$ cat config.mk
export PLATFORM = sky130hd
export DESIGN_NAME = wb_arbitre
export DESIGN_NICKNAME = d
export VERILOG_FILES = /design/src/rtl/wb_arbitre.sv
export SDC_FILE = /design/constraint.sdc
export NUM_CORES = 1
export LEC_CHECK = 0
export CAP_MARGIN = 20
export CORE_AREA = 2 2 128 130
export DETAILED_ROUTE_END_ITERATION = 8
export DIE_AREA = 0 0 130 132
export SLEW_MARGIN = 20
export SYNTH_ARGS = -nofsm -noshare
export SYNTH_HDL_FRONTEND = slang
export SYNTH_SLANG_ARGS = --single-unit
$ cat constraint.sdc
create_clock -name clk -period 1.98 [get_ports clk]
set_clock_uncertainty 0.2 [all_clocks]
set_input_delay 0.495 -clock clk [delete_from_list [all_inputs] [get_ports clk]]
set_output_delay 0.495 -clock clk [all_outputs]
set_load 0.02 [all_outputs]
$ cat src/rtl/wb_arbitre.sv
// ---------------------------------------------------------------------------
// wb_arbitre -- two-master Wishbone arbiter in front of a single slave port.
//
// Master 0 is the CPU-side port and master 1 is the video/stream reader. Both
// share one slave (the wb_bram port). Ownership is decided round-robin when
// both masters raise cyc together. Once a master owns the bus it keeps it for
// the whole cyc, so classic cycles and cti bursts are never split.
//
// An ack watchdog watches the owner's strobe. If the slave leaves a strobe
// unacknowledged for TIMEOUT consecutive cycles, the owner gets err for
// exactly one cycle. The grant is not revoked; the master is expected to
// drop cyc after seeing err.
//
// Ports:
//   clk, rst_n        system clock, asynchronous active-low reset
//   mX_cyc/stb/we     master X (X = 0,1) cycle, strobe, write enable
//   mX_adr/dat_ms     master X address and write data
//   mX_sel/cti/bte    master X byte selects, cycle type, burst type
//   mX_dat_sm         read data back to master X (shared slave data)
//   mX_ack/err        master X acknowledge / error
//   s_*               slave-side copy of the owner's bus signals
//   s_dat_sm, s_ack   slave read data and acknowledge
//   grant             one-hot current owner (01 = m0, 10 = m1), debug only
//
// Parameters:
//   ADR_W, DAT_W      address and data width (sel width is DAT_W/8)
//   TIMEOUT           stalled strobe cycles before err (>= 2)
//   CNT_W             watchdog counter width (2**CNT_W > TIMEOUT)
// ---------------------------------------------------------------------------
module wb_arbitre #(
  parameter int ADR_W   = 32,
  parameter int DAT_W   = 32,
  parameter int TIMEOUT = 255,
  parameter int CNT_W   = 8
) (
  input  logic               clk,
  input  logic               rst_n,

  input  logic               m0_cyc,
  input  logic               m0_stb,
  input  logic               m0_we,
  input  logic [ADR_W-1:0]   m0_adr,
  input  logic [DAT_W-1:0]   m0_dat_ms,
  input  logic [DAT_W/8-1:0] m0_sel,
  input  logic [2:0]         m0_cti,
  input  logic [1:0]         m0_bte,
  output logic [DAT_W-1:0]   m0_dat_sm,
  output logic               m0_ack,
  output logic               m0_err,

  input  logic               m1_cyc,
  input  logic               m1_stb,
  input  logic               m1_we,
  input  logic [ADR_W-1:0]   m1_adr,
  input  logic [DAT_W-1:0]   m1_dat_ms,
  input  logic [DAT_W/8-1:0] m1_sel,
  input  logic [2:0]         m1_cti,
  input  logic [1:0]         m1_bte,
  output logic [DAT_W-1:0]   m1_dat_sm,
  output logic               m1_ack,
  output logic               m1_err,

  output logic               s_cyc,
  output logic               s_stb,
  output logic               s_we,
  output logic [ADR_W-1:0]   s_adr,
  output logic [DAT_W-1:0]   s_dat_ms,
  output logic [DAT_W/8-1:0] s_sel,
  output logic [2:0]         s_cti,
  output logic [1:0]         s_bte,
  input  logic [DAT_W-1:0]   s_dat_sm,
  input  logic               s_ack,

  output logic [1:0]         grant
);

  typedef enum logic [1:0] {
    IDLE = 2'd0,
    GNT0 = 2'd1,
    GNT1 = 2'd2
  } state_t;

  // Watchdog terminal value: the err fires on the cycle after the counter
  // has seen TIMEOUT stalled strobes (values 0 .. TIMEOUT-1).
  localparam logic [CNT_W-1:0] WD_LAST = CNT_W'(TIMEOUT - 1);

  state_t           state;
  logic             rr_last;
  logic [CNT_W-1:0] wd_cnt;
  logic             err_q;

  logic             own0;
  logic             own1;
  logic             own_stb;
  logic             leaving;
  logic             stall;

  assign own0 = (state == GNT0);
  assign own1 = (state == GNT1);

  // Arbitration state machine. rr_last remembers the last master that
  // released the bus so that a simultaneous request from IDLE goes to the
  // other one; after reset it points at master 1 so master 0 wins the first
  // tie. An owner keeps the bus as long as its cyc is high. On release the
  // bus moves straight to a waiting master without passing through IDLE.
  // grant is registered alongside the state so the debug output is glitch
  // free and drops to 00 the moment reset is asserted.
  always_ff @(posedge clk or negedge rst_n) begin
    if (!rst_n) begin
      state   <= IDLE;
      rr_last <= 1'b1;
      grant   <= 2'b00;
    end else begin
      case (state)
        IDLE: begin
          if (m0_cyc && m1_cyc) begin
            if (rr_last) begin
              state <= GNT0;
              grant <= 2'b01;
            end else begin
              state <= GNT1;
              grant <= 2'b10;
            end
          end else if (m0_cyc) begin
            state <= GNT0;
            grant <= 2'b01;
          end else if (m1_cyc) begin
            state <= GNT1;
            grant <= 2'b10;
          end
        end
        GNT0: begin
          if (!m0_cyc) begin
            rr_last <= 1'b0;
            if (m1_cyc) begin
              state <= GNT1;
              grant <= 2'b10;
            end else begin
              state <= IDLE;
              grant <= 2'b00;
            end
          end
        end
        GNT1: begin
          if (!m1_cyc) begin
            rr_last <= 1'b1;
            if (m0_cyc) begin
              state <= GNT0;
              grant <= 2'b01;
            end else begin
              state <= IDLE;
              grant <= 2'b00;
            end
          end
        end
        default: begin
          state <= IDLE;
          grant <= 2'b00;
        end
      endcase
    end
  end

  // Slave-side multiplexer, driven purely from the registered owner. In IDLE
  // the control strobes are held low and the remaining bus fields simply
  // follow master 0 so the slave sees stable values. The owner's strobe is
  // masked during the err cycle so the slave never starts a new access while
  // the master is being told its current one failed.
  always_comb begin
    s_cyc    = 1'b0;
    own_stb  = 1'b0;
    s_we     = 1'b0;
    s_adr    = m0_adr;
    s_dat_ms = m0_dat_ms;
    s_sel    = m0_sel;
    s_cti    = m0_cti;
    s_bte    = m0_bte;
    if (own0) begin
      s_cyc   = m0_cyc;
      own_stb = m0_stb;
      s_we    = m0_we;
    end else if (own1) begin
      s_cyc    = m1_cyc;
      own_stb  = m1_stb;
      s_we     = m1_we;
      s_adr    = m1_adr;
      s_dat_ms = m1_dat_ms;
      s_sel    = m1_sel;
      s_cti    = m1_cti;
      s_bte    = m1_bte;
    end
  end

  assign s_stb = own_stb & ~err_q;

  // Responses back to the masters. Only the owner ever sees ack or err, and
  // an ack that happens to coincide with the err cycle is swallowed. Read
  // data is a shared wire; it only means something alongside the owner's ack.
  assign m0_ack    = own0 & s_ack & m0_stb & ~err_q;
  assign m1_ack    = own1 & s_ack & m1_stb & ~err_q;
  assign m0_err    = own0 & err_q;
  assign m1_err    = own1 & err_q;
  assign m0_dat_sm = s_dat_sm;
  assign m1_dat_sm = s_dat_sm;

  // A stall is a strobe the slave is currently not acknowledging. leaving
  // flags the cycle on which the owner lets go of the bus, because the count
  // belongs to a single grant and must not carry over to the next owner.
  assign stall   = s_stb & ~s_ack;
  assign leaving = (own0 & ~m0_cyc) | (own1 & ~m1_cyc);

  // Ack watchdog. The counter advances on every stalled strobe of the same
  // grant and clears on ack, on strobe low and on an ownership change. When
  // the terminal value is reached without an ack, err_q pulses for one cycle
  // and the count restarts from zero. An ack on the terminal cycle removes
  // the stall, so ack takes priority over err.
  always_ff @(posedge clk or negedge rst_n) begin
    if (!rst_n) begin
      wd_cnt <= '0;
      err_q  <= 1'b0;
    end else if (stall && (wd_cnt == WD_LAST)) begin
      wd_cnt <= '0;
      err_q  <= 1'b1;
    end else begin
      err_q <= 1'b0;
      if (stall && !leaving) begin
        wd_cnt <= wd_cnt + 1'b1;
      end else begin
        wd_cnt <= '0;
      end
    end
  end

endmodule

==> results.json <==
{
  "fin_total_pwr_mw": 2.805,
  "synth.yosys.seq_area_share_pct": 14.48,
  "slew_viol_final": 0,
  "fmax_mhz": 461.3,
  "drcViolationCount": 0,
  "synth_area_per_cell_sq_um": 5.567,
  "tritoncts_clock_tree": "built",
  "detail_route.iter0.violations": 36,
  "vias": 2950,
  "floorplan.initialDensity_pct": 13.25,
  "worst_path_required_ns": 1.28,
  "timing.rr.start": "state[1]$_DFFE_PN0P_",
  "number_of_global_route_vias_before_repair": 2916,
  "postSynthCellCount": 374,
  "timing.max_slew.rel_slack_pct": 71.76,
  "first_pass_iters": 4,
  "final_core_utilization_pct": 31.96,
  "synth_largest_type_area_fraction_pct": 39.84,
  "design_area_sq_mm": 0.005022,
  "hold_path.class": "in -> async",
  "top_ports": 333,
  "min_period_over_period_pct": 109.5,
  "run_status": "finished, violations left",
  "power.ir.vdd_worst_uv": 317.4,
  "final.setup.worst_slack_ns": -0.1879,
  "post_synth_num_cell_types": 36,
  "insertion_delay_ns": 0.24,
  "port_buffers": 236,
  "cellLeakagePower_nw": 2.333,
  "grt_start_max_net_pins": 31,
  "max-clock-path-buffers": 2,
  "yosysMostFrequentCell": "nand2_1",
  "clock_sink_count": 12,
  "wire_length_of_the_first_global_routing_pass_mm": 15.70,
  "yosys_most_used_dff": "dfrtp_1",
  "worst_slew_pin_slew_ns": 0.4235,
  "total_gr_overflow": 0,
  "synth.top_cells.by_area": "nand2_1, buf_4, dfrtp_1, buf_2, clkbuf_1",
  "routed_wirelength_mm": 11.17,
  "hold_violations": 0,
  "maxCapViolCount": 0,
  "synth.cells.most_frequent": "nand2_1, buf_4, buf_2, dfrtp_1, clkbuf_1",
  "clockRootBuffer": "clkbuf_16",
  "setup_violations": 79,
  "synth.yosys.warnings": 0,
  "layout-area-overhead-vs-synth_pct": 141.2,
  "violated_checks": "negative setup slack",
  "fin_hold_ws_ns": 0.3089,
  "synth.ff_latch_count": 12,
  "tritoncts.num_buffers": 3,
  "post_synth_instance_area_sq_mm": 0.002082,
  "sum_neg_setup_slack_ns": -10.49,
  "place_worst_setup_slack_ns": -0.6343,
  "critical_path_class": "reg -> out",
  "finish.net_count": 751,
  "std_cell_rows": 46,
  "die_y_um": 132,
  "finalCriticalPeriod_ns": 2.168,
  "area_after_detailed_placement_sq_mm": 0.004536,
  "cp-start-kind": "flop",
  "unrepaired_setup_endpoints_after_global_routing": "yes",
  "critical_path.max_fanout": 11,
  "worst_setup_path_startpoint": "state[0]$_DFFE_PN0P_",
  "endpoint_kind": "primary output",
  "synth_fp_nets": 563,
  "design.die.area_sq_mm": 0.01716,
  "detail_route.wl_per_cell_um": 14.38,
  "die_w_um": 130,
  "clk_transition_reported_paths_ns": 0.05,
  "antenna_found_initial": 0,
  "via_density_per_instance": 3.797,
  "cts_max_level": 1,
  "dp_hpwl_mm": 8.379,
  "post-synth-top-area-cell": "nand2_1",
  "dpl.cell_count": 765,
  "gr-usage-all-layers_pct": 11.48,
  "instances_no_fill": 777,
  "n_antenna_cell": 0,
  "critical_path_arrival_ns": 1.47,
  "synth_async_sr_flop_share_pct": 100.0,
  "final_replace_weighted_congestion": 0.7602,
  "layout-drive-gt1-share_pct": 38.68,
  "synth_edf_count": 0,
  "ant_nets": 0,
  "p_per_area_mw_per_mm2": 558.5,
  "coreArea_sq_mm": 0.01571
}
## where the power goes
group          leakage (nW)  internal [mW]  switching (mW)
clock                0.0382          0.271           0.110
sequential            0.160          0.267          0.0182
combinational          2.13           1.12            1.02
## flip-flops by register name (all words and copies together), names as in the netlist
register,cells
err_q,1
rr_last,1
state,2
wd_cnt,8
## cells by family (layout without fill, tap and decap cells)
logic type | Yosys count | count (layout) | share of synthesized area (%)
AO/OA/AOI/OAI | 17 | 17 | 5.349
XOR/XNOR | 3 | 3 | 1.262
adder cells (fa/ha/maj) | 2 | 2 | 1.202
buffers and inverters | 87 | 274 | 27.88
flip-flops | 12 | 12 | 14.48
AND/OR/NAND/NOR | 253 | 253 | 49.82
## worst paths after layout
| check | endpoint | slack, ns | cells past startpoint |
|---|---|---|---|
| min in group clk | rr_last$_DFFE_PN1P_ | 0.32 | 2 |
| max | s_dat_ms[31] | -0.19 | 6 |
| max reg2reg | wd_cnt[3]$_DFF_PN0_ | 0.27 | 5 |
| min | wd_cnt[5]$_DFF_PN0_ | 0.31 | 1 |
| min reg2reg | rr_last$_DFFE_PN1P_ | 0.32 | 2 |
| max in group asynchronous | rr_last$_DFFE_PN1P_ | 0.79 | 2 |
## worst max-delay path, cell delays in order, from the launching register on
cell and delay, ns:
dfrtp_2 0.44, nor2b_4 0.20, buf_6 0.16, buf_16 0.14, nand2_2 0.08, nand2_2 0.09
buf_6 0.12
## routing by layer
layer  wire (um)  part of all wire, %  GRT usage, %  vias to the layer above
li1            -                    -             -                     1467
met1        4290                   38         13.53                     1258
met2        5373                   48         19.92                      219
met3        1359                   12         4.221                        6
met4         149                  1.3         2.210                        0
met5           0                    0             0                        -
## placed cells by master, fill, tap and decap left out, types with 2 or more instances in the layout
| master | instances |
|---|---|
| clkdlybuf4s50_1 | 153 |
| nand2_1 | 130 |
| nand2_2 | 86 |
| buf_6 | 82 |
| buf_4 | 17 |
| dfrtp_1 | 10 |
| clkbuf_16 | 6 |
| buf_12 | 6 |
| nand2_4 | 5 |
| a21oi_1 | 5 |
| nor3_1 | 5 |
| nor2_1 | 4 |
| nand3_1 | 4 |
| o21ai_0 | 4 |
| inv_1 | 3 |
| nor2b_4 | 2 |
| or3b_1 | 2 |
| xor2_1 | 2 |
| and2_4 | 2 |
| ha_1 | 2 |
| buf_16 | 2 |
| dlymetal6s2s_1 | 2 |
## repair_timing
action,4_1_cts,5_1_grt
pin swaps,4,10
gates resized for setup,403,107
hold buffers,0,0
setup endpoints to repair,82,82
gates cloned,2,3
buffers inserted,2,1
## layout make-up
type	count	area (sq um)
well taps	216	270.3
inverters	4	15.01
multi-input cells	275	1489
repair buffers	266	2867
flip-flops and latches	12	302.8
fillers	1704	10690
clock buffers	4	78.83
Note: power is estimated with default switching activity, not from simulation.
